<file path="src/rtl/dac_arb_pkg.sv">
// Shared types and helpers for the DAC channel arbiter.
package dac_arb_pkg;

  // Width of the DAC channel address carried on m_axis_tuser
  localparam int ADDR_W = 3;

  typedef enum logic {
    ARB  = 1'b0,
    SEND = 1'b1
  } arb_state_e;

  typedef struct packed {
    logic              found;
    logic [ADDR_W-1:0] idx;
  } rr_sel_t;

  // Left-justify a sample by padding `pad` zero LSBs; caller truncates to DAC width
  function automatic logic [31:0] widen(input logic [31:0] sample, input int pad);
    return sample << pad;
  endfunction

  // Round-robin pick: first set bit of mask searching ptr+1, ptr+2, ... modulo n
  function automatic rr_sel_t rr_next(input logic [7:0] mask,
                                      input logic [ADDR_W-1:0] ptr,
                                      input int n);
    rr_sel_t r;
    int      j;
    r = '0;
    for (int k = 1; k <= 8; k++) begin
      j = (int'(ptr) + k) % n;
      if (k <= n && !r.found && mask[j[2:0]]) begin
        r.found = 1'b1;
        r.idx   = j[2:0];
      end
    end
    return r;
  endfunction

endpackage

</file>
<file path="src/rtl/dac_channel_arbiter_stale_monitor.sv">
// Single-channel silence detector: saturating counter plus sticky flag.
module stale_monitor #(
  parameter int TIMEOUT = 5000000,
  parameter int CNT_W   = 23
) (
  input  logic clk,
  input  logic rst,
  input  logic en,
  input  logic accept,
  output logic stale
);

  logic [CNT_W-1:0] cnt_q, cnt_d;
  logic             stale_q, stale_d;

  // Next count: held at 0 when disabled, cleared by an accept, else saturating increment
  always_comb begin
    cnt_d   = cnt_q;
    stale_d = stale_q;
    if (!en || accept) begin
      cnt_d   = '0;
      stale_d = 1'b0;
    end else begin
      if (cnt_q != CNT_W'(TIMEOUT)) cnt_d = cnt_q + 1'b1;
      stale_d = (cnt_d == CNT_W'(TIMEOUT));
    end
  end

  // Counter and flag registers
  always_ff @(posedge clk or posedge rst) begin
    if (rst) begin
      cnt_q   <= '0;
      stale_q <= 1'b0;
    end else begin
      cnt_q   <= cnt_d;
      stale_q <= stale_d;
    end
  end

  assign stale = stale_q;

endmodule

</file>
<file path="src/rtl/dac_channel_arbiter.sv">
// Round-robin mux of NUM_CH ADC sample streams onto one SPI DAC stream.
module dac_channel_arbiter
  import dac_arb_pkg::*;
#(
  parameter int NUM_CH  = 4,
  parameter int DATA_W  = 12,
  parameter int DAC_W   = 14,
  parameter int CH_BASE = 0,
  parameter int TIMEOUT = 5000000,
  parameter int CNT_W   = 23
) (
  input  logic                     clk,
  input  logic                     rst,
  input  logic [NUM_CH-1:0]        ch_en,
  input  logic [NUM_CH*DATA_W-1:0] s_axis_tdata,
  input  logic [NUM_CH-1:0]        s_axis_tvalid,
  output logic [NUM_CH-1:0]        s_axis_tready,
  output logic [DAC_W-1:0]         m_axis_tdata,
  output logic [ADDR_W-1:0]        m_axis_tuser,
  output logic                     m_axis_tvalid,
  input  logic                     m_axis_tready,
  output logic [ADDR_W-1:0]        grant_idx,
  output logic [NUM_CH-1:0]        stale
);

  arb_state_e        state_q, state_d;
  logic [ADDR_W-1:0] ptr_q, ptr_d;
  logic [ADDR_W-1:0] grant_q, grant_d;
  logic [DAC_W-1:0]  tdata_q, tdata_d;
  logic [ADDR_W-1:0] tuser_q, tuser_d;
  logic              tvalid_q, tvalid_d;

  logic [NUM_CH-1:0] cand;
  rr_sel_t           sel;
  logic [DATA_W-1:0] smp [NUM_CH];
  logic [DATA_W-1:0] sel_smp;

  assign cand = ch_en & s_axis_tvalid;
  assign sel  = rr_next(8'(cand), ptr_q, NUM_CH);

  for (genvar g = 0; g < NUM_CH; g++) begin : g_unpack
    assign smp[g] = s_axis_tdata[g*DATA_W +: DATA_W];
  end

  // Mux the winning sample out by compare rather than variable index
  always_comb begin
    sel_smp = '0;
    for (int i = 0; i < NUM_CH; i++)
      if (sel.idx == ADDR_W'(i)) sel_smp = smp[i];
  end

  // Ready: disabled channels drain freely; in ARB only the winner is accepted
  always_comb begin
    s_axis_tready = '0;
    if (!rst) begin
      for (int i = 0; i < NUM_CH; i++) begin
        if (!ch_en[i])
          s_axis_tready[i] = 1'b1;
        else if (state_q == ARB && sel.found && sel.idx == ADDR_W'(i))
          s_axis_tready[i] = 1'b1;
      end
    end
  end

  // Arbiter FSM next state and output word capture
  always_comb begin
    state_d  = state_q;
    ptr_d    = ptr_q;
    grant_d  = grant_q;
    tdata_d  = tdata_q;
    tuser_d  = tuser_q;
    tvalid_d = tvalid_q;
    case (state_q)
      ARB: begin
        if (sel.found) begin
          tdata_d  = DAC_W'(widen(32'(sel_smp), DAC_W - DATA_W));
          tuser_d  = ADDR_W'(CH_BASE) + sel.idx;
          tvalid_d = 1'b1;
          ptr_d    = sel.idx;
          grant_d  = sel.idx;
          state_d  = SEND;
        end
      end
      SEND: begin
        // Word completes even if its channel is disabled meanwhile
        if (m_axis_tready) begin
          tvalid_d = 1'b0;
          state_d  = ARB;
        end
      end
      default: state_d = ARB;
    endcase
  end

  // State and output registers; reset drops any in-flight word at once
  always_ff @(posedge clk or posedge rst) begin
    if (rst) begin
      state_q  <= ARB;
      ptr_q    <= ADDR_W'(NUM_CH - 1);
      grant_q  <= '0;
      tdata_q  <= '0;
      tuser_q  <= '0;
      tvalid_q <= 1'b0;
    end else begin
      state_q  <= state_d;
      ptr_q    <= ptr_d;
      grant_q  <= grant_d;
      tdata_q  <= tdata_d;
      tuser_q  <= tuser_d;
      tvalid_q <= tvalid_d;
    end
  end

  assign m_axis_tdata  = tdata_q;
  assign m_axis_tuser  = tuser_q;
  assign m_axis_tvalid = tvalid_q;
  assign grant_idx     = grant_q;

  for (genvar g = 0; g < NUM_CH; g++) begin : g_stale
    stale_monitor #(
      .TIMEOUT (TIMEOUT),
      .CNT_W   (CNT_W)
    ) u_mon (
      .clk    (clk),
      .rst    (rst),
      .en     (ch_en[g]),
      .accept (s_axis_tvalid[g] & s_axis_tready[g]),
      .stale  (stale[g])
    );
  end

endmodule

</file>
<file path="config.mk">
export PLATFORM = sky130hd
export DESIGN_NAME = dac_channel_arbiter
export DESIGN_NICKNAME = d
export VERILOG_FILES = /design/src/rtl/dac_arb_pkg.sv /design/src/rtl/dac_channel_arbiter_stale_monitor.sv /design/src/rtl/dac_channel_arbiter.sv
export SDC_FILE = /design/constraint.sdc
export NUM_CORES = 1
export LEC_CHECK = 0
export BUFFER_PORTS_ARGS = -buffer_cell sky130_fd_sc_hd__buf_4
export CORE_ASPECT_RATIO = 2
export CORE_MARGIN = 5
export CORE_UTILIZATION = 35
export CTS_BUF_LIST = sky130_fd_sc_hd__clkbuf_8
export DETAILED_ROUTE_END_ITERATION = 16
export GPL_TIMING_DRIVEN = 0
export PLACE_DENSITY = 0.49
export SETUP_SLACK_MARGIN = 0.02
export SLEW_MARGIN = 20
export SYNTH_ARGS = -nofsm -noshare
export SYNTH_HDL_FRONTEND = slang
export SYNTH_HIERARCHICAL = 1
export SYNTH_SLANG_ARGS = --single-unit
</file>
<file path="constraint.sdc">
create_clock -name clk -period 3.2 [get_ports clk]
set_clock_uncertainty 0.05 [all_clocks]
set_input_delay 0 -clock clk [delete_from_list [all_inputs] [get_ports clk]]
set_output_delay 0 -clock clk [all_outputs]
set_load 0.02 [all_outputs]
</file>
==> results_dict.tcl, run 1 <==
set metrics [dict create \
    run_status "finished, final reports clean" \
    peakVddDrop_v 0.000307 \
    hold_class "in2reg" \
    drtIter0Drc 275 \
    ys.flop_type "dfrtp_1" \
    arrival_ns 3.28 \
    synth_top_cell_by_area "dfrtp_1" \
    ys_types 68 \
    fin_crit_sh 0.932 \
    num_rows 75 \
    postSynthAreaPerCell_um2 9.14 \
    holdPathEnd "g_stale[3].u_mon/cnt_q[14]" \
    power_uw 4320 \
    final_cell_mix "dfrtp_1, nor2_1, buf_4" \
    grt_pass1_vias 6836 \
    maxCapViolations 0 \
    layout-drive-gt1-share 0.194 \
    hpwl_um 16500 \
    drt.antenna.violating_nets 0 \
    p_per_area_mw_per_mm2 463 \
    ys_async_sr_fraction 1.00 \
    htree_levels 4 \
    holdPathStages 4 \
    path_class "reg2reg" \
    overflow 0 \
    grt_pass1_wl_um 35800 \
    routed-wl-met3_um 543 \
    startpoint_type "flip-flop" \
    min-delay-start "s_axis_tvalid[3]" \
    die_w_um 113 \
    initial_core_util 0.356 \
    cp_max_fo 10 \
    crit_family "buffers and inverters" \
    synth-seq-cells 114 \
    cp.required_ns 3.50 \
    min_period_ns 2.98 \
    cts_sinks 114 \
    slew_headroom 0.355 \
    routed_wl_um 21800 \
    via_per_inst 5.30 \
    cts_made_buffers 17 \
    reg2reg_to "m_axis_tdata[8]" \
    fill_cells 2155 \
    yosysWarnings 6 \
    synthCells 818 \
    ff2ff_path_depth 8 \
    insertion_delay_ns 0.47 \
    grt_max_degree 25 \
    met2_length_um 12500 \
    detail_route.wl_per_cell_um 17.5 \
    yosys-top-cells-area "dfrtp_1, xnor2_1, nor2_1" \
    path_common_cell "dlygate4sd3_1" \
    grt.total_usage 0.186 \
    synth_edf_count 0 \
    n_antenna_cell 0 \
    cp_slowest_cell "dlygate4sd3_1" \
    synth_area_mm2 0.00748 \
    antenna_found_initial 0 \
    setup_viol 0 \
    crit_chain "inv_1, o31a_1, nand2_2, buf_6, mux2i_1, dlygate4sd3_1, a211oi_1, dlygate4sd3_1" \
    first_pass_iters 4 \
    yosysSeqAreaShare 0.382 \
    gp_congestion 0.860 \
    max_slew.worst_pin.slew_ns 0.961 \
    rsz0062_at_grt "false" \
    dr.max_layer_used "met4" \
    wl_met1_um 7930 \
    cts_tree "done" \
    final_nets 1030 \
    clock_path_buffers 2 \
    cts_root_buffer "clkbuf_8" \
    die_h_um 217 \
    synthDominantCellAreaShare 0.375 \
    layout_commonest_cell "dfrtp_1" \
    leakage_uw 0.00398 \
    route.detailed.drc 0 \
    area_growth_pct 24.8 \
    r2r_setup_slack_ns 0.22 \
    io_buffers 83 \
    slew_violations 0 \
    crit_path_end_kind "flip-flop" \
    cts_setup_buffers 0 \
    clkTransAtPathRegs_ns 0.07 \
    ios 88 \
    final.setup.tns_ns 0 \
    path_depth 8 \
    slowest_delay_ns 0.60 \
    critPathBufInv 4 \
    reg2reg_from "ptr_q[0]" \
    die-area_mm2 0.0246 \
    vias 6593 \
    fmax_ghz 0.335 \
    core_area_mm2 0.0210 \
    hold_viol_final 0 \
]
worst max path at each step:
stage,slack [ns],to,startpoint
after detailed placement,0.14,g_stale[3].u_mon/stale,ptr_q[0]
after floorplan,0.64,g_stale[1].u_mon/stale,g_stale[1].u_mon/cnt_q[21]
after global placement,0.1,g_stale[3].u_mon/stale,ptr_q[0]
final,0.22,m_axis_tdata[8],ptr_q[0]
after CTS,0.1,m_axis_tdata[6],ptr_q[0]
after global routing,0.04,g_stale[1].u_mon/stale,ptr_q[0]
power breakdown:
group	total (uW)	leakage, uW	switching (uW)	internal (uW)
combinational	1020	0.00220	535	484
clock	1670	0.000253	612	1060
sequential	1630	0.00153	79.1	1550
stage by stage:
step           instances  instance area (um^2)  hold slack, ns   util  setup WS [ns]
5_1_grt             1245                  9340           0.108  0.444         0.0370
2_1_floorplan        821                  7490         -0.0354      -          0.642
3_3_place_gp        1173                  8450           0.265  0.402         0.0983
3_5_place_dp        1173                  8450           0.265  0.402          0.140
6_report            1245                  9340           0.116  0.444          0.217
4_1_cts             1245                  9330          0.0699  0.444         0.0955
cell families (layout without fill, tap and decap cells):
group / count (synthesis) / after routing / share of synthesized area
AO/OA/AOI/OAI: 130 / 130 / 0.139
XOR/XNOR: 83 / 83 / 0.0972
adder cells (fa/ha/maj): 8 / 8 / 0.0134
buffers and inverters: 80 / 235 / 0.0512
flip-flops: 114 / 114 / 0.382
multiplexers: 21 / 21 / 0.0283
other: 1 / 4 / 0.000501
AND/OR/NAND/NOR: 381 / 381 / 0.289
cell usage after synthesis, types with 5 or more instances:
cell type  number
buf_4           6
nor2_1        110
nor3b_1         7
buf_6           6
a211oi_1       13
nand2_1        38
a21boi_0       12
a21oi_1        15
and3_1         39
or3_4           5
nor2b_1         6
a31o_2          5
xnor2_1        52
a311oi_1        5
buf_2          12
clkbuf_1       29
and4_1         16
nor3_1         24
a2111oi_0       8
and2_1          8
nor4_1          9
xor2_1         31
nand3_1        25
a2111oi_2       7
or3_2           6
nand4_1        25
nand2b_1       16
or3_1          10
a31oi_1         7
o21ai_0        12
inv_1          26
o32ai_1         6
ha_1            8
mux2i_1        20
or4b_1          6
dfrtp_1       112
o2111ai_1       5
state kept, by name, indices dropped and copies added (netlist names):
| name | cells |
|---|---|
| m_axis_tvalid | 1 |
| grant_idx | 2 |
| g_stale.u_mon/stale | 4 |
| state_q | 1 |
| ptr_q | 2 |
| m_axis_tdata | 12 |
| g_stale.u_mon/cnt_q | 92 |
metal layers:
| layer | global-route usage | up-vias |
|---|---|---|
| met4 | 0.0975 | 0 |
| met2 | 0.352 | 118 |
| met3 | 0.0307 | 51 |
| li1 | - | 3251 |
| met5 | 0 | - |
| met1 | 0.191 | 3173 |
timing repair:
| item | CTS | global route |
|---|---|---|
| hold endpoints to repair | 134 | 0 |
| endpoints found under the setup margin | 0 | 3 |
| resized for setup | 0 | 1 |
| hold buffers | 40 | 0 |
worst reg2reg max path, cell delays in order (launching register included):
cell and delay, ns:
dfstp_2 0.54, inv_1 0.05, o31a_1 0.36, nand2_2 0.20, buf_6 0.21, mux2i_1 0.22, dlygate4sd3_1 0.57, a211oi_1 0.07
dlygate4sd3_1 0.60
area by class of cell:
cell class              count  area (um^2)  share of cell area
plain buffers              54          285              0.0306
flip-flops and latches    114         2860               0.306
clock buffers              20          275              0.0295
clock inverters            12          209              0.0224
well taps                 269          337              0.0360
multi-input cells         627         4250               0.456
repair buffers            123         1020               0.110
inverters                  26         97.6              0.0105
Note: power is estimated with default switching activity, not from simulation.
==> inputs of run 2 (changes only) <==
--- a/config.mk
+++ b/config.mk
@@ -10,9 +10,10 @@
 export CORE_MARGIN = 5
 export CORE_UTILIZATION = 35
 export CTS_BUF_LIST = sky130_fd_sc_hd__clkbuf_8
+export CTS_CLUSTER_SIZE = 10
 export DETAILED_ROUTE_END_ITERATION = 16
 export GPL_TIMING_DRIVEN = 0
-export PLACE_DENSITY = 0.49
+export PLACE_DENSITY = 0.48
 export SETUP_SLACK_MARGIN = 0.02
 export SLEW_MARGIN = 20
 export SYNTH_ARGS = -nofsm -noshare
==> constraint.sdc (replaced) <==
create_clock -name clk -period 3.2 [get_ports clk]
set_clock_uncertainty 0.05 [all_clocks]
set_input_delay 0.16 -clock clk [delete_from_list [all_inputs] [get_ports clk]]
set_output_delay 0.16 -clock clk [all_outputs]
set_load 0.02 [all_outputs]
==> run 2 against run 1 <==
Combinational power decreased by 9%. Core utilization is 0.99 points lower. Largest power group is now registers. Clock-buffer cell count shrank 1. Global-route usage shrank 0.53 points. Critical path depth unchanged. Sequential share of layout area is 0.70 points higher. Sequential cell count did not move.
==> results_dict.tcl, run 2 (synthesis results as in run 1) <==
set metrics [dict create \
    hold_viol_final 0 \
    min_period_ns 2.97 \
    die_w_um 113 \
    die-area_mm2 0.0246 \
    die_h_um 217 \
    slew_headroom 0.356 \
    layout_commonest_cell "dfrtp_1" \
    cp_max_fo 10 \
    grt.total_usage 0.181 \
    core_area_mm2 0.0210 \
    htree_levels 4 \
    hold_class "in2reg" \
    multi_input_area_mm2 0.00426 \
    peakVddDrop_v 0.000312 \
    vias 6494 \
    cts_root_buffer "clkbuf_8" \
    leakage_uw 0.00388 \
    insertion_delay_ns 0.46 \
    met2_length_um 12200 \
    min-delay-start "s_axis_tdata[1]" \
    ff_latch_area_mm2 0.00286 \
    grt_max_degree 25 \
    crit_path_end_kind "flip-flop" \
    dr.max_layer_used "met4" \
    path_class "reg2reg" \
    drt.antenna.violating_nets 0 \
    ios 88 \
    slew_violations 0 \
    final.setup.tns_ns 0 \
    cts_tree "done" \
    max_slew.worst_pin.slew_ns 0.960 \
    maxCapViolations 0 \
    setup_viol 0 \
    first_pass_iters 6 \
    largest_reg_flops 92 \
    gp_congestion 0.838 \
    io_buffers 83 \
    drtIter0Drc 212 \
    final_nets 1018 \
    fill_cells 2108 \
    rsz0062_at_grt "false" \
    final_cell_mix "dfrtp_1, nor2_1, buf_4" \
    detail_route.wl_per_cell_um 17.1 \
    fmax_ghz 0.337 \
    routed_wl_um 21100 \
    initial_core_util 0.356 \
    num_rows 75 \
    regMostFlops "g_stale.u_mon/cnt_q" \
    startpoint_type "flip-flop" \
    run_status "finished, final reports clean" \
    antenna_found_initial 0 \
    routed-wl-met3_um 723 \
    overflow 0 \
    fin_crit_sh 0.929 \
    n_antenna_cell 0 \
    grt_pass1_wl_um 35200 \
    cts_sinks 114 \
    layout-drive-gt1-share 0.197 \
    cp.required_ns 3.49 \
    via_per_inst 5.27 \
    area_growth_pct 22.1 \
    clkTransAtPathRegs_ns 0.07 \
    reg2reg_from "ptr_q[0]" \
    route.detailed.drc 0 \
    wl_met1_um 7460 \
    cts_setup_buffers 0 \
    p_per_area_mw_per_mm2 431 \
    grt_pass1_vias 7071 \
    arrival_ns 3.26 \
    cts_made_buffers 17 \
    fin_util 0.434 \
    clock_path_buffers 2 \
    hpwl_um 16300 \
    critPathLaunch "ptr_q[0]" \
]
-- run 2: changes by cell type in the layout (fill, tap and decap cells not counted), moves of 2 or more --
cell / previous run / this run
bufinv_16: 6 / 2
inv_6: 0 / 2
clkinvlp_4: 0 / 3
dlygate4sd3_1: 40 / 28
-- run 2: critical path, cell delays in order (launching register included) --
cell	delay, ns
dfstp_2	0.55
inv_1	0.06
o31a_1	0.37
nand2_2	0.20
buf_6	0.21
mux2i_1	0.20
dlygate4sd3_1	0.56
a211oi_1	0.06
dlygate4sd3_1	0.58
-- run 2: what timing repair did --
action / in CTS / in global routing
endpoints found under the hold margin: 110 / 0
resized for setup: 0 / 2
hold buffers: 28 / 0
endpoints found under the setup margin: 0 / 2
-- run 2: layer usage --
metal | GRT usage | up-vias
met5 | 0 | -
met4 | 0.0830 | 0
met3 | 0.0391 | 49
met2 | 0.353 | 139
met1 | 0.175 | 3095
li1 | - | 3211
-- run 2: stage by stage --
| stage | setup slack, ns | total power (uW) | hold slack (ns) | instance area [um^2] | cells |
|---|---|---|---|---|---|
| 2_1_floorplan | 0.642 | 2160 | 0.125 | 7490 | 821 |
| 3_3_place_gp | 0.130 | 2540 | 0.388 | 8450 | 1173 |
| 3_5_place_dp | 0.110 | 2540 | 0.401 | 8450 | 1173 |
| 4_1_cts | 0.0882 | 4030 | 0.00720 | 9130 | 1233 |
| 5_1_grt | 0.104 | 4160 | 0.0283 | 9130 | 1233 |
| 6_report | 0.229 | 3940 | 0.0485 | 9130 | 1233 |
-- run 2: cell type report --
type                            instances  share of cell area
Multi-Input combinational cell        627               0.466
Clock buffer                           19              0.0286
Sequential cell                       114               0.313
Tap cell                              269              0.0369
Inverter                               26              0.0107
Timing Repair Buffer                  111              0.0990
Buffer                                 54              0.0313
Clock inverter                         13              0.0147
-- run 2: worst paths after layout --
kind | endpoint | slack (ns) | cells after the start
min in group asynchronous | g_stale[2].u_mon/cnt_q[10] | 0.34 | 3
max | m_axis_tdata[4] | 0.23 | 8
max reg2reg | m_axis_tdata[4] | 0.23 | 8
min | m_axis_tdata[3] | 0.05 | 3
max in group asynchronous | grant_idx[1] | 1.94 | 4
min reg2reg | m_axis_tvalid | 0.45 | 2
-- run 2: power by group --
part	internal [uW]	leakage [uW]	switching, uW
Combinational	416	0.00215	511
Sequential	1550	0.00153	80.5
Clock	730	0.000198	646
==> inputs of run 3 (changes only) <==
--- a/config.mk
+++ b/config.mk
@@ -6,6 +6,8 @@
 export NUM_CORES = 1
 export LEC_CHECK = 0
 export BUFFER_PORTS_ARGS = -buffer_cell sky130_fd_sc_hd__buf_4
+export CELL_PAD_IN_SITES_DETAIL_PLACEMENT = 2
+export CELL_PAD_IN_SITES_GLOBAL_PLACEMENT = 2
 export CORE_ASPECT_RATIO = 2
 export CORE_MARGIN = 5
 export CORE_UTILIZATION = 35
@@ -13,7 +15,7 @@
 export CTS_CLUSTER_SIZE = 10
 export DETAILED_ROUTE_END_ITERATION = 16
 export GPL_TIMING_DRIVEN = 0
-export PLACE_DENSITY = 0.48
+export PLACE_DENSITY = 0.73
 export SETUP_SLACK_MARGIN = 0.02
 export SLEW_MARGIN = 20
 export SYNTH_ARGS = -nofsm -noshare
==> run 3 against run 2 <==
Maximum frequency decreased by 3.1%. Total power increased by 2.0%. Critical path depth is the same. Sequential power about the same. Highest routed layer unchanged. Sequential cell count stayed put.
==> results_dict.tcl, run 3 (synthesis results as in run 1) <==
set metrics [dict create \
    run_status "finished, final reports clean" \
    cts_root_buffer "clkbuf_8" \
    fin_crit_sh 0.958 \
    cp_max_fo 10 \
    wl_met1_um 8780 \
    hold_class "in2reg" \
    hpwl_um 19500 \
    power_uw 4020 \
    p_per_area_mw_per_mm2 438 \
    setup_viol 0 \
    io_buffers 83 \
    reg2reg_from "ptr_q[0]" \
    critPathBufInv 4 \
    gp_congestion 0.822 \
    final_cell_mix "dfrtp_1, nor2_1, buf_4" \
    slew_violations 0 \
    holdPathStages 3 \
    largest_reg_flops 92 \
    regMostFlops "g_stale.u_mon/cnt_q" \
    crit_family "buffers and inverters" \
    grt_pass1_vias 8102 \
    route.detailed.drc 0 \
    peakVddDrop_v 0.000364 \
    holdPathEnd "m_axis_tdata[4]" \
    ios 88 \
    layout_commonest_cell "dfrtp_1" \
    max_slew.worst_pin.slew_ns 0.947 \
    met2_length_um 14700 \
    slew_headroom 0.365 \
    die_w_um 113 \
    fmax_ghz 0.326 \
    reg2reg_to "m_axis_tdata[13]" \
    crit_chain "inv_1, o31a_1, nand2_4, buf_6, mux2i_1, dlygate4sd3_1, a211oi_2, dlygate4sd3_1" \
    clock_path_buffers 2 \
    num_rows 75 \
    arrival_ns 3.38 \
    rsz0062_at_grt "true" \
    dpl_worst_slack_ns 0.140 \
    cp.required_ns 3.51 \
    die-area_mm2 0.0246 \
    clkTransAtPathRegs_ns 0.08 \
    detail_route.wl_per_cell_um 20.6 \
    layout-drive-gt1-share 0.202 \
    fill_cells 2355 \
    grt_pass1_wl_um 42000 \
    n_antenna_cell 0 \
    routed-wl-met3_um 873 \
    routed_wl_um 25400 \
    drt.antenna.violating_nets 0 \
    die_h_um 217 \
    ff_latch_area_mm2 0.00286 \
    overflow 0 \
    core_area_mm2 0.0210 \
    dr.max_layer_used "met4" \
    critPathLaunch "ptr_q[0]" \
    drtIter0Drc 153 \
    htree_levels 4 \
    cts_made_buffers 17 \
    startpoint_type "flip-flop" \
    fin_ws_ns 0.133 \
    min_period_ns 3.07 \
    r2r_setup_slack_ns 0.13 \
    path_common_cell "dlygate4sd3_1" \
    ff2ff_path_depth 8 \
    cts_setup_buffers 0 \
    area_growth_pct 22.7 \
    insertion_delay_ns 0.47 \
    cp_slowest_cell "dlygate4sd3_1" \
    grt.total_usage 0.216 \
    vias 6906 \
    slowest_delay_ns 0.60 \
    cts_tree "done" \
    initial_core_util 0.356 \
    hold_viol_final 0 \
    final_nets 1020 \
    leakage_uw 0.00387 \
    first_pass_iters 5 \
    maxCapViolations 0 \
    antenna_found_initial 0 \
    grt_max_degree 25 \
    path_class "reg2reg" \
    multi_input_area_mm2 0.00428 \
    min-delay-start "s_axis_tdata[2]" \
    final.setup.tns_ns 0 \
    via_per_inst 5.59 \
    cts_sinks 114 \
    crit_path_end_kind "flip-flop" \
]
run 3: cell count changes in the layout (fill, tap and decap cells not counted), moves of 2 or more:
cell and change:
a21oi_1 -3, a21oi_2 +3, clkbuf_8 -2, clkinv_2 -4, clkinvlp_4 +5, dlygate4sd3_1 +2
run 3: report_power, final:
part	switching [uW]	internal, uW
Sequential	86.4	1550
Clock	679	694
Combinational	576	428
run 3: final cells by class:
cell class / instances / share of cell area
clock buffers: 17 / 0.0255
flip-flops and latches: 114 / 0.311
clock inverters: 15 / 0.0175
well taps: 269 / 0.0367
plain buffers: 54 / 0.0311
repair buffers: 113 / 0.101
multi-input cells: 627 / 0.467
inverters: 26 / 0.0106
run 3: timing repair:
action	in CTS	in global routing
endpoints found under the setup margin	0	5
endpoints found under the hold margin	110	0
gates resized for setup	0	7
hold buffers	30	0
run 3: routing by layer:
| layer | track usage | vias up |
|---|---|---|
| met4 | 0.112 | 0 |
| met3 | 0.0447 | 63 |
| met1 | 0.198 | 3470 |
| met5 | 0 | - |
| met2 | 0.429 | 151 |
| li1 | - | 3222 |
run 3: worst max-delay path by stage:
stage | cells past startpoint | endpoint | slack [ns]
3_5_place_dp | 10 | g_stale[3].u_mon/stale | 0.14
4_1_cts | 8 | m_axis_tdata[6] | 0.05
3_3_place_gp | 10 | g_stale[0].u_mon/stale | 0.21
5_1_grt | 10 | g_stale[2].u_mon/cnt_q[2] | 0.008
2_1_floorplan | 7 | g_stale[1].u_mon/stale | 0.64
6_report | 8 | m_axis_tdata[13] | 0.13
run 3: worst register-to-register path: stages (launching register included):
cell           delay, ns
dfstp_2             0.55
inv_1               0.06
o31a_1              0.41
nand2_4             0.18
buf_6               0.21
mux2i_1             0.24
dlygate4sd3_1       0.60
a211oi_2            0.07
dlygate4sd3_1       0.58
run 3: metrics by stage:
| stage | cell area [um^2] | hold slack [ns] | utilization | std cells |
|---|---|---|---|---|
| floorplan | 7490 | 0.125 | - | 821 |
| global placement | 8450 | 0.391 | 0.402 | 1173 |
| detailed placement | 8450 | 0.408 | 0.402 | 1173 |
| CTS | 9140 | 0.00125 | 0.435 | 1235 |
| global route | 9170 | 0.0262 | 0.436 | 1235 |
| finish | 9170 | 0.0501 | 0.436 | 1235 |
